--- src/rtl/spfs_bus_arbiter.sv ---
// spfs_bus_arbiter: round-robin owner arbitration of the SPFS pads with guard interval and grant timeout
module spfs_bus_arbiter #(
  parameter int NUM_REQ = 2,
  parameter int GUARD_CYCLES = 4,
  parameter int TIMEOUT_CYCLES = 65536
) (
  input  logic               clk_i,
  input  logic               rst_i,
  input  logic [NUM_REQ-1:0] req_i,
  output logic [NUM_REQ-1:0] gnt_o,
  input  logic [NUM_REQ-1:0] req_clk_i,
  input  logic [NUM_REQ-1:0] req_cs_i,
  input  logic [NUM_REQ-1:0] req_mosi_i,
  output logic [NUM_REQ-1:0] req_miso_o,
  output logic               spfs_clk_o,
  output logic               spfs_cs_o,
  output logic               spfs_mosi_o,
  input  logic               spfs_miso_i,
  output logic [NUM_REQ-1:0] to_err_o,
  input  logic               err_clr_i,
  output logic               busy_o
);
  localparam int PW = $clog2(NUM_REQ);
  localparam int TW = TIMEOUT_CYCLES > 0 ? $clog2(TIMEOUT_CYCLES + 1) : 1;
  localparam int GW = GUARD_CYCLES > 1 ? $clog2(GUARD_CYCLES) : 1;
  typedef enum logic [1:0] {IDLE, GRANT, GUARD} state_t;
  state_t state, state_nx;
  logic [PW-1:0] owner, owner_nx, rr_ptr, rr_nx, pick, owner_inc;
  logic [TW-1:0] tcnt, tcnt_nx;
  logic [GW-1:0] gcnt, gcnt_nx;
  logic [NUM_REQ-1:0] gnt_nx, blk, elig, sel, tset;
  logic found, rel, expire;
  assign elig = req_i & ~blk;
  assign sel = NUM_REQ'(1) << owner;
  assign owner_inc = owner == PW'(NUM_REQ - 1) ? '0 : owner + PW'(1);
  assign rel = !req_i[owner];
  assign expire = TIMEOUT_CYCLES != 0 && |gnt_o && tcnt == TW'(TIMEOUT_CYCLES);
  assign spfs_clk_o = |gnt_o && req_clk_i[owner];
  assign spfs_cs_o = |gnt_o ? req_cs_i[owner] : 1'b1;
  assign spfs_mosi_o = |gnt_o && req_mosi_i[owner];
  assign req_miso_o = gnt_o & {NUM_REQ{spfs_miso_i}};
  always_comb begin
    pick = rr_ptr;
    found = 1'b0;
    for (int i = NUM_REQ - 1; i >= 0; i--)
      if (elig[(int'(rr_ptr) + i) % NUM_REQ]) begin
        pick = PW'((int'(rr_ptr) + i) % NUM_REQ);
        found = 1'b1;
      end
  end
  always_comb begin
    state_nx = state;
    owner_nx = owner;
    rr_nx = rr_ptr;
    gnt_nx = gnt_o;
    tcnt_nx = tcnt;
    gcnt_nx = gcnt;
    tset = '0;
    case (state)
      IDLE: if (found) begin
        state_nx = GRANT;
        owner_nx = pick;
      end
      GRANT: if (rel || expire) begin
        state_nx = GUARD;
        gnt_nx = '0;
        gcnt_nx = '0;
        rr_nx = owner_inc;
        tset = rel ? '0 : sel;
      end else if (!(|gnt_o)) begin
        gnt_nx = sel;
        tcnt_nx = TW'(1);
      end else if (tcnt != '1) begin
        tcnt_nx = tcnt + TW'(1);
      end
      GUARD: if (gcnt == GW'(GUARD_CYCLES - 1)) state_nx = IDLE;
        else gcnt_nx = gcnt + GW'(1);
      default: state_nx = IDLE;
    endcase
  end
  always_ff @(posedge clk_i) begin
    if (rst_i) begin
      state <= IDLE;
      owner <= '0;
      rr_ptr <= '0;
      gnt_o <= '0;
      tcnt <= '0;
      gcnt <= '0;
      blk <= '0;
      to_err_o <= '0;
      busy_o <= 1'b0;
    end else begin
      state <= state_nx;
      owner <= owner_nx;
      rr_ptr <= rr_nx;
      gnt_o <= gnt_nx;
      tcnt <= tcnt_nx;
      gcnt <= gcnt_nx;
      blk <= (blk & req_i) | tset;
      to_err_o <= (err_clr_i ? '0 : to_err_o) | tset;
      busy_o <= state_nx != IDLE;
    end
  end
endmodule

--- config.mk ---
export PLATFORM = sky130hd
export DESIGN_NAME = spfs_bus_arbiter
export DESIGN_NICKNAME = d
export VERILOG_FILES = /design/src/rtl/spfs_bus_arbiter.sv
export SDC_FILE = /design/constraint.sdc
export NUM_CORES = 1
export LEC_CHECK = 0
export ABC_AREA = 0
export BUFFER_PORTS_ARGS = -buffer_cell sky130_fd_sc_hd__buf_2
export CAP_MARGIN = 20
export CORE_ASPECT_RATIO = 1.5
export CORE_MARGIN = 2
export CORE_UTILIZATION = 40
export DETAILED_ROUTE_END_ITERATION = 8
export GPL_TIMING_DRIVEN = 0
export SYNTH_ARGS = -nofsm -noshare
export SYNTH_HDL_FRONTEND = slang
export SYNTH_SLANG_ARGS = --single-unit
--- constraint.sdc ---
create_clock -name clk_i -period 2.3 [get_ports clk_i]
set_input_delay 0.23 -clock clk_i [delete_from_list [all_inputs] [get_ports clk_i]]
set_output_delay 0.23 -clock clk_i [all_outputs]
set_load 0.05 [all_outputs]
Word level (Yosys, flattened, before mapping)

Index checks and enable logic that the tools add are counted.

Add/subtract/negate cells: 4
$lt $le $gt $ge: 3
Equality and inequality tests: 9
Shift operators: 1
Mux-type cells: 34
Bitwise logic cells: 8
Reduce and logical (&&, ||, !) cells: 14

Operators with widths:

| operator                | count |
|---|---|
| $mux W17                | 2 |
| $mux W2                 | 11 |
| $mux W1                 | 19 |
| $add A17 B1 Y17 const B | 1 |
| $eq A17 B17 Y1 const B  | 1 |
| $ne A17 B17 Y1 const B  | 1 |
| $and A2 B2 Y2           | 3 |
| $pmux W2 S3             | 1 |
| $reduce_and A2 Y1       | 3 |
| $reduce_and A3 Y1       | 2 |
| $eq A2 B2 Y1 const B    | 2 |
| $lt A1 B2 Y1 const B    | 2 |
| $ne A2 B1 Y1 const B    | 2 |
| $ne A2 B2 Y1 const B    | 2 |
| $or A2 B2 Y2            | 2 |
| $pmux W2 S2             | 1 |
| $reduce_bool A2 Y1      | 2 |
| $logic_and A1 B1 Y1     | 3 |
| $lt A2 B3 Y1 const B    | 1 |
| $add A1 B1 Y1 const B   | 2 |
| $add A2 B1 Y2 const B   | 1 |
| $eq A2 B1 Y1 const B    | 1 |
| $logic_not A2 Y1        | 1 |
| $not A2 Y2              | 1 |
| other kinds (6)         | 6 |

Bits in registers: 30
Input port bits: 12
Logic and storage cells: 82

Depth between registers and ports, before layout

Gate-level depths: netlist of run 1.

Depth after elaboration: 10
Mapped depth: 10
Gate-level depth less buffers: 10

Worst setup path after synthesis of run 1

Ideal clock, no wire load.

Kind: register to register
Start point: register tcnt[0]
End point: register tcnt[14]
Arrival: 2.118 ns
Data required time: 2.229 ns
Path slack: 0.111 ns
Cell stages (with the launch flop): 11
Buffers on the path: 0
Period minus slack after synthesis: 2.189 ns
Cell sequence: dfxtp_1 > ha_1 > and2_1 > nand2_1 > nor2_1 > ha_1 > o21a_1 > nor3_4 > o211ai_4 > or4_1 > a21oi_1

Longest elaborated chain between the ends: 5
Elaborated cells on any way between the ends: 10

Ends and longest elaborated chain:

| item                                                                    | line | RTL |
|---|---|---|
| start: declaration                                                      | 29   | `logic [TW-1:0] tcnt, tcnt_nx;` |
| start signal: assignment                                                | 97   | `tcnt <= tcnt_nx;` |
| parallel branches: the longest is 5 deep, another holds $add A17 B1 Y17 | -    |  |

Parallel ways; which one is timed is not known. The select of a mux whose other input is x is not followed.
A chain may end at the register's enable or synchronous reset.

Final worst setup path of run 1

Start point: register tcnt[3]
End point: register tcnt[10]

The elaborated chain is that of the path after synthesis.

==> flow_summary_export.csv, run 1 <==
group,metric,value,unit
run_status,status,"complete, no violations",
critical_path,worstPathArrival,2.39,ns
yosys,synth-seq-area-share,36.5,%
power_and_ir_drop,power,1.33,mW
placed_design,io_buffers,21,
floorplanning,coreArea,0.00396,mm2
placed_design,place_congestion,0.769,
drt,ant_nets,0,
layout,syn_to_final_growth,21.4,%
layout,finish.net_count,245,
placed_design,placed_cell_area,0.00181,mm2
yosys,synthesis.nets,212,
timing,clock.fmax,450,MHz
global_routing,grt_start_max_net_pins,11,
yosys,syn-cell-area,0.00165,mm2
floorplanning,die_h,82.6,um
timing,setup_tns,0,ns
drt,wl_per_cell,13.8,um
global_routing,grt_pass1_vias,1365,
yosys,synth_top_area_share,36.5,%
layout,fin_cells,270,
global_routing,grt_first_pass_wirelength,6150,um
timing,max-slew-margin-rel,67.3,%
power_and_ir_drop,ir_drop,0.000537,V
timing,worst_slew_pin_slew,0.490,ns
global_routing,antenna_found_initial,0,
cts,cts_tree,"done",
yosys,synth_cells,192,
power_and_ir_drop,cellPowerDensity,667,mW/mm2
power_and_ir_drop,p_leak,0.759,nW
global_routing,overflow,0,
floorplanning,die_area,0.00466,mm2
yosys,ys_ff_latch,30,
cts,clkTransAtPathRegs,0.07,ns
placed_design,dp_slack,-0.159,ns
yosys,synth.distinct_cells,48,
cts,ctsHtreeMaxLevel,2,
yosys,synth_area_leader_cell,"dfxtp_1",
critical_path,worst_setup_path_end_kind,"register",
layout,utilization,50.5,%
min_path,hold_path.class,"in -> reg",
global_routing,grt_use_total,17.4,%
cts,root_buffer,"clkbuf_8",
critical_path,path_class,"reg -> reg",
placed_design,placed_cells,258,
layout,drive_gt1_share,22.2,%
layout,fillers,394,
critical_path,worst_setup_path_start_kind,"register",
layout,final_area,0.00200,mm2
floorplanning,io_pins,22,
timing,final.min_clock_period,2.22,ns
layout,n_antenna_cell,0,
floorplanning,fp-row-count,28,
run,maxCapViolations,0,
drt,vias,1483,
cts,cts_buffers,5,
yosys,synth-main-ff-cell,"dfxtp_1",
critical_path,cp.required,2.46,ns
yosys,syn_area_per_cell,8.58,um2
cts,clockBufferDepth,2,
drt,avgViaCountPerCell,5.49,
timing,whs,0.216,ns
timing,post-route-period-util,96.7,%
timing,setup_viol,0,
drt,drt_iter0_drc,43,
cts,clock-sinks,30,
yosys,netlist_top_cells_count,"dfxtp_1, nor2_1, nand2_1",
timing,slew_violations,0,
timing,hold_violations,0,
yosys,synth_warnings,0,
critical_path,path_max_fanout,6,
timing,setup_ws,0.0765,ns
yosys,ys_async_sr_fraction,0,%
yosys,synth_edf_count,0,
cts,clk_latency,0.28,ns
floorplanning,initial_utilization,41.6,%
drt,drc,0,
floorplanning,chipWidth,56.4,um
yosys,yosys-top-cells-area,"dfxtp_1, ha_1, nor2_1",
cts,cts_hold_buf,0,
placed_design,dp_hpwl,2740,um
drt,drtPass1Iterations,4,
timing,fin_skew,0.00809,ns
drt,wl,3730,um
yosys,yosysMostFrequentCell,"dfxtp_1",
==> final timing paths <==
check	startpoint	end	slack [ns]	cells past startpoint
setup / recovery	tcnt[3]	tcnt[10]	0.08	11
hold / removal	err_clr_i	to_err_o[0]	0.22	4
setup reg to reg	tcnt[3]	tcnt[10]	0.08	11
hold reg to reg	to_err_o[0]	to_err_o[0]	0.45	2
==> cells by family (layout without fill, tap and decap cells) <==
logic type / after synthesis / in the layout / share of synthesized area, %
compound gates: 40 / 40 / 17.9
xor+xnor: 8 / 8 / 4.26
fa+ha+maj: 8 / 8 / 6.08
buf+inv: 13 / 46 / 3.42
flops: 30 / 30 / 36.5
mux: 5 / 5 / 3.34
simple gates: 88 / 88 / 28.6
==> cell usage in the layout (no fill, tap or decap), drive strengths merged, types with 5 or more instances in the layout <==
master	n
inv	8
buf	27
nor2	22
nand3	10
nand2	19
xor2	6
clkbuf	10
o21ai	7
nor4	6
ha	8
nor3	5
a21oi	11
dfxtp	30
==> registers in the layout, indices dropped and copies added (netlist names) <==
register  cells
tcnt         17
blk           2
gcnt          2
gnt_o         2
state         2
to_err_o      2
busy_o        1
owner         1
rr_ptr        1
==> worst max-delay path: stages, from the launching register on <==
cell and delay [ns]:
dfxtp_4 0.37, nand4_1 0.23, nor4_2 0.38, nand3_1 0.13, nor2_2 0.10, ha_2 0.20, o21a_4 0.16, nor3_4 0.06
buf_4 0.18, nand4_1 0.10, xor2_1 0.16, nor2_1 0.05
==> final cells by class <==
type                            count  area [um2]  share of cell area [%]
Multi-Input combinational cell    149        1020                    51.0
Sequential cell                    30         611                    30.6
Timing Repair Buffer               26         143                    7.14
Clock buffer                        6        82.6                    4.13
Tap cell                           45        56.3                    2.82
Clock inverter                      1        30.0                    1.50
Inverter                            8        30.0                    1.50
Buffer                              5        26.3                    1.31
==> what timing repair did <==
| action | 4_1_cts | 5_1_grt |
|---|---|---|
| gates resized for setup | 4 | 10 |
| pin swaps | 2 | 7 |
| buffers inserted | 2 | 3 |
| endpoints found under the setup margin | 9 | 16 |
==> layer usage <==
layer	up-vias	share of wire, %	GRT usage (%)	wire length [um]
li1	758	-	-	-
met1	692	39	17.7	1440
met4	0	1.6	8.10	61
met3	6	4.0	5.30	149
met2	27	56	32.5	2080
met5	-	0	0	0
==> power by group <==
part | switching (mW) | internal [mW] | leakage (nW)
Sequential | 0.0117 | 0.534 | 0.246
Clock | 0.199 | 0.346 | 0.0573
Combinational | 0.160 | 0.0816 | 0.456
Total | 0.371 | 0.962 | 0.759
(Power assumes the default switching activity.)
==> run 2: changes to the inputs <==
ABC_AREA = unset   (was 0)
RECOVER_POWER = 25   (was unset)
==> flow_summary_export.csv, run 2 (synthesized netlist as in run 1, its figures left out) <==
group,metric,value,unit
run_status,status,"complete, no violations",
timing,setup_tns,0,ns
min_path,hold_path.class,"in -> reg",
drt,ant_nets,0,
layout,finish.net_count,245,
drt,drtPass1Iterations,4,
cts,root_buffer,"clkbuf_8",
layout,final_area,0.00199,mm2
floorplanning,fp-row-count,28,
global_routing,overflow,0,
timing,final.min_clock_period,2.22,ns
placed_design,dp_slack,-0.159,ns
critical_path,worst_setup_path_end_kind,"register",
critical_path,rrSetupSlack,0.08,ns
timing,max-slew-margin-rel,59.5,%
critical_path,worstPathArrival,2.39,ns
critical_path,r2r-start,"tcnt[3]",
timing,slew_violations,0,
timing,post-route-period-util,96.7,%
critical_path,rr_worst_depth,11,
layout,drive_gt1_share,18.7,%
floorplanning,die_h,82.6,um
cts,ctsHtreeMaxLevel,2,
floorplanning,die_area,0.00466,mm2
drt,vias,1480,
timing,clock.fmax,450,MHz
drt,wl_per_cell,13.8,um
cts,clockBufferDepth,2,
floorplanning,chipWidth,56.4,um
placed_design,place_congestion,0.769,
critical_path,cp-startpoint,"tcnt[3]",
critical_path,endpoint,"tcnt[10]",
cts,cts_tree,"done",
global_routing,grt_start_max_net_pins,11,
power_and_ir_drop,ir_drop,0.000537,V
placed_design,placed_cell_area,0.00181,mm2
critical_path,r2r-end,"tcnt[10]",
critical_path,path_max_fanout,6,
drt,drc,0,
drt,wl,3730,um
layout,utilization,50.2,%
floorplanning,coreArea,0.00396,mm2
power_and_ir_drop,p_leak,0.726,nW
global_routing,antenna_found_initial,0,
layout,syn_to_final_growth,20.7,%
power_and_ir_drop,cellPowerDensity,670,mW/mm2
floorplanning,io_pins,22,
floorplanning,initial_utilization,41.6,%
critical_path,path_class,"reg -> reg",
cts,cts_buffers,5,
global_routing,grt_pass1_vias,1365,
timing,hold_violations,0,
cts,clock-sinks,30,
timing,setup_viol,0,
global_routing,grt_first_pass_wirelength,6150,um
critical_path,worst_setup_path_start_kind,"register",
drt,drt_iter0_drc,43,
global_routing,grt_use_total,17.4,%
timing,setup_ws,0.0768,ns
layout,top_register,"tcnt",
timing,fin_skew,0.00820,ns
placed_design,dp_hpwl,2740,um
cts,clk_latency,0.28,ns
cts,cts_hold_buf,0,
critical_path,cp.required,2.46,ns
cts,clkTransAtPathRegs,0.07,ns
layout,final_common_cell,"dfxtp_1",
layout,final_cell_mix,"dfxtp_1, nor2_1, nand2_1, buf_2, clkbuf_1",
placed_design,io_buffers,21,
timing,worst_slew_pin_slew,0.610,ns
run,maxCapViolations,0,
layout,n_antenna_cell,0,
drt,avgViaCountPerCell,5.48,
layout,largest_reg_flops,17,
==> run 2: cell types whose count changed in the layout (fill, tap and decap cells not counted) <==
cell / delta
buf_2: -8
clkbuf_1: +8
==> run 2: worst max-delay path, cell delays in order, from the launching register on <==
cell and delay (ns):
dfxtp_4 0.37, nand4_1 0.23, nor4_2 0.38, nand3_1 0.13
nor2_2 0.10, ha_2 0.20, o21a_4 0.16, nor3_4 0.06
buf_4 0.17, nand4_1 0.10, xor2_1 0.16, nor2_1 0.05
==> run 2: worst min-delay path by stage <==
| stage | from | endpoint | cells past startpoint |
|---|---|---|---|
| finish | err_clr_i | to_err_o[0] | 4 |
| global route | req_i[1] | blk[1] | 3 |
| CTS | err_clr_i | to_err_o[0] | 4 |
| detailed placement | to_err_o[0] | to_err_o[0] | 2 |
| global placement | to_err_o[0] | to_err_o[0] | 2 |
| floorplan | req_i[1] | blk[1] | 2 |
==> run 2: metrics by stage <==
step / hold WS, ns / cells / power [mW]
final: 0.215 / 270 / 1.33
after floorplan: 0.370 / 192 / 0.738
after global routing: 0.237 / 270 / 1.40
after detailed placement: 0.443 / 258 / 0.797
after CTS: 0.213 / 267 / 1.35
after global placement: 0.438 / 258 / 0.798
==> run 2: repair_timing <==
item	4_1_cts	5_1_grt
buffers inserted	2	3
resized for setup	4	10
setup endpoints to repair	9	16
pin swaps	2	7
cloned	0	0
==> run 2: power breakdown <==
part	leakage, nW	internal (mW)	total, mW	switching, mW
sequential	0.246	0.534	0.546	0.0118
combinational	0.423	0.0791	0.240	0.161
clock	0.0573	0.346	0.546	0.200
total	0.726	0.960	1.33	0.372
==> run 2: metal layers <==
layer	up-vias	GRT usage, %	share of wire, %
met5	-	0	0
met4	0	8.10	1.6
met3	6	5.30	3.9
met2	28	32.5	56
met1	688	17.7	39
li1	758	-	-
==> run 2: final cells by class <==
type,count,area (um2)
sequential,30,611
inverter,8,30.0
buffer,5,26.3
multi-input combinational,149,1020
timing repair buffer,26,133
tap,45,56.3
clock buffer,6,82.6
fill,397,1970
clock inverter,1,30.0
==> run 3: changes to the inputs <==
clock period = 2.65 ns   (was 2.3 ns; I/O delays follow)
==> flow_summary_export.csv, run 3 (synthesized netlist as in run 1, its figures left out) <==
group,metric,value,unit
run_status,status,"complete, no violations",
layout,final_cell_mix,"dfxtp_1, nor2_1, nand2_1, buf_2, clkbuf_1",
drt,wl,3570,um
power_and_ir_drop,power,1.15,mW
critical_path,path_max_fanout,5,
cts,root_buffer,"clkbuf_8",
placed_design,dp_hpwl,2740,um
critical_path,worst_setup_path_start_kind,"register",
global_routing,grt_first_pass_wirelength,6040,um
global_routing,grt_start_max_net_pins,11,
cts,cts_hold_buf,0,
global_routing,grt_use_total,17.1,%
critical_path,path_class,"reg -> reg",
global_routing,grt_pass1_vias,1335,
timing,hold_violations,0,
drt,drt_iter0_drc,41,
layout,top_register,"tcnt",
cts,clk_latency,0.28,ns
timing,final.min_clock_period,2.43,ns
timing,max-slew-margin-rel,56.6,%
placed_design,placed_cells,258,
timing,setup_ws,0.217,ns
power_and_ir_drop,seqPwrFrac,41.4,%
drt,vias,1443,
floorplanning,die_area,0.00466,mm2
cts,ctsHtreeMaxLevel,2,
layout,syn_to_final_growth,16.0,%
timing,post-route-period-util,91.8,%
layout,final_area,0.00191,mm2
floorplanning,io_pins,22,
power_and_ir_drop,cellPowerDensity,601,mW/mm2
timing,whs,0.256,ns
layout,final_common_cell,"dfxtp_1",
global_routing,antenna_found_initial,0,
critical_path,worstPathArrival,2.59,ns
drt,drtPass1Iterations,4,
layout,drive_gt1_share,12.7,%
layout,largest_reg_flops,17,
global_routing,overflow,0,
timing,rsz0062_at_grt,"no",
power_and_ir_drop,p_sw_share,27.6,%
drt,wl_per_cell,13.5,um
drt,drc,0,
cts,cts_tree,"done",
timing,clock.fmax,411,MHz
floorplanning,fp-row-count,28,
critical_path,worst_setup_path_end_kind,"register",
critical_path,cp.required,2.81,ns
placed_design,io_buffers,21,
power_and_ir_drop,ir_drop,0.000465,V
cts,clockBufferDepth,2,
timing,setup_viol,0,
layout,fin_cells,265,
timing,fin_skew,0.00803,ns
floorplanning,chipWidth,56.4,um
cts,clkTransAtPathRegs,0.07,ns
power_and_ir_drop,p_int,831,uW
power_and_ir_drop,comb_power_share,17.6,%
power_and_ir_drop,p_switching,317,uW
drt,avgViaCountPerCell,5.45,
cts,cts-resized-gates,0,
floorplanning,die_h,82.6,um
drt,ant_nets,0,
layout,fillers,405,
layout,n_antenna_cell,0,
placed_design,place_congestion,0.769,
cts,cts_setup_buffers,0,
floorplanning,initial_utilization,41.6,%
run,maxCapViolations,0,
timing,setup_tns,0,ns
placed_design,placed_cell_area,0.00181,mm2
min_path,hold_path.class,"in -> reg",
layout,utilization,48.3,%
layout,finish.net_count,240,
cts,clock-sinks,30,
power_and_ir_drop,p_leak,0.698,nW
placed_design,dp_slack,0.191,ns
power_and_ir_drop,p_clk_share,41.0,%
timing,slew_violations,0,
timing,worst_slew_pin_slew,0.645,ns
floorplanning,coreArea,0.00396,mm2
cts,cts_buffers,5,
-- run 3: changes by cell type in the layout (fill, tap and decap cells not counted), moves of 2 or more --
cell	delta
buf_4	-5
dfxtp_2	-2
dfxtp_1	+4
dfxtp_4	-2
-- run 3: cell type report --
| type | count | area (um2) | share of cell area [%] |
|---|---|---|---|
| Tap cell | 45 | 56.3 | 2.95 |
| Buffer | 5 | 26.3 | 1.38 |
| Multi-Input combinational cell | 149 | 990 | 51.8 |
| Inverter | 8 | 30.0 | 1.57 |
| Sequential cell | 30 | 601 | 31.4 |
| Clock buffer | 6 | 82.6 | 4.32 |
| Clock inverter | 1 | 30.0 | 1.57 |
| Timing Repair Buffer | 21 | 95.1 | 4.98 |
-- run 3: path summary, 6_finish.rpt --
check	from	endpoint	slack, ns	cells past startpoint
max	tcnt[0]	tcnt[15]	0.22	10
max reg2reg	tcnt[0]	tcnt[15]	0.22	10
min	err_clr_i	to_err_o[0]	0.26	4
min reg2reg	to_err_o[0]	to_err_o[0]	0.46	2
-- run 3: layer usage --
layer  vias to the layer above  track usage [%]  wire [um]
met5                         -                0          0
met3                         6             5.30        114
met2                        25             32.0       1960
met1                       664             17.3       1430
met4                         0             8.10         61
li1                        748                -          -
-- run 3: worst max-delay path, cell delays in order (launching register included) --
cell and delay, ns:
dfxtp_1 0.32, ha_1 0.21, and2_1 0.22, nand2_1 0.09, nor2_1 0.05, ha_1 0.20, o21a_1 0.15, nor4_2 0.60
nand4_1 0.22, xor2_1 0.18, nor2_1 0.05
-- run 3: power groups by stage --
stage	clock network (mW)	logic [mW]	registers, mW
2_1_floorplan	0	0.136	0.504
3_3_place_gp	0	0.206	0.486
3_5_place_dp	0	0.206	0.486
4_1_cts	0.486	0.206	0.476
5_1_grt	0.510	0.224	0.477
6_report	0.470	0.202	0.476
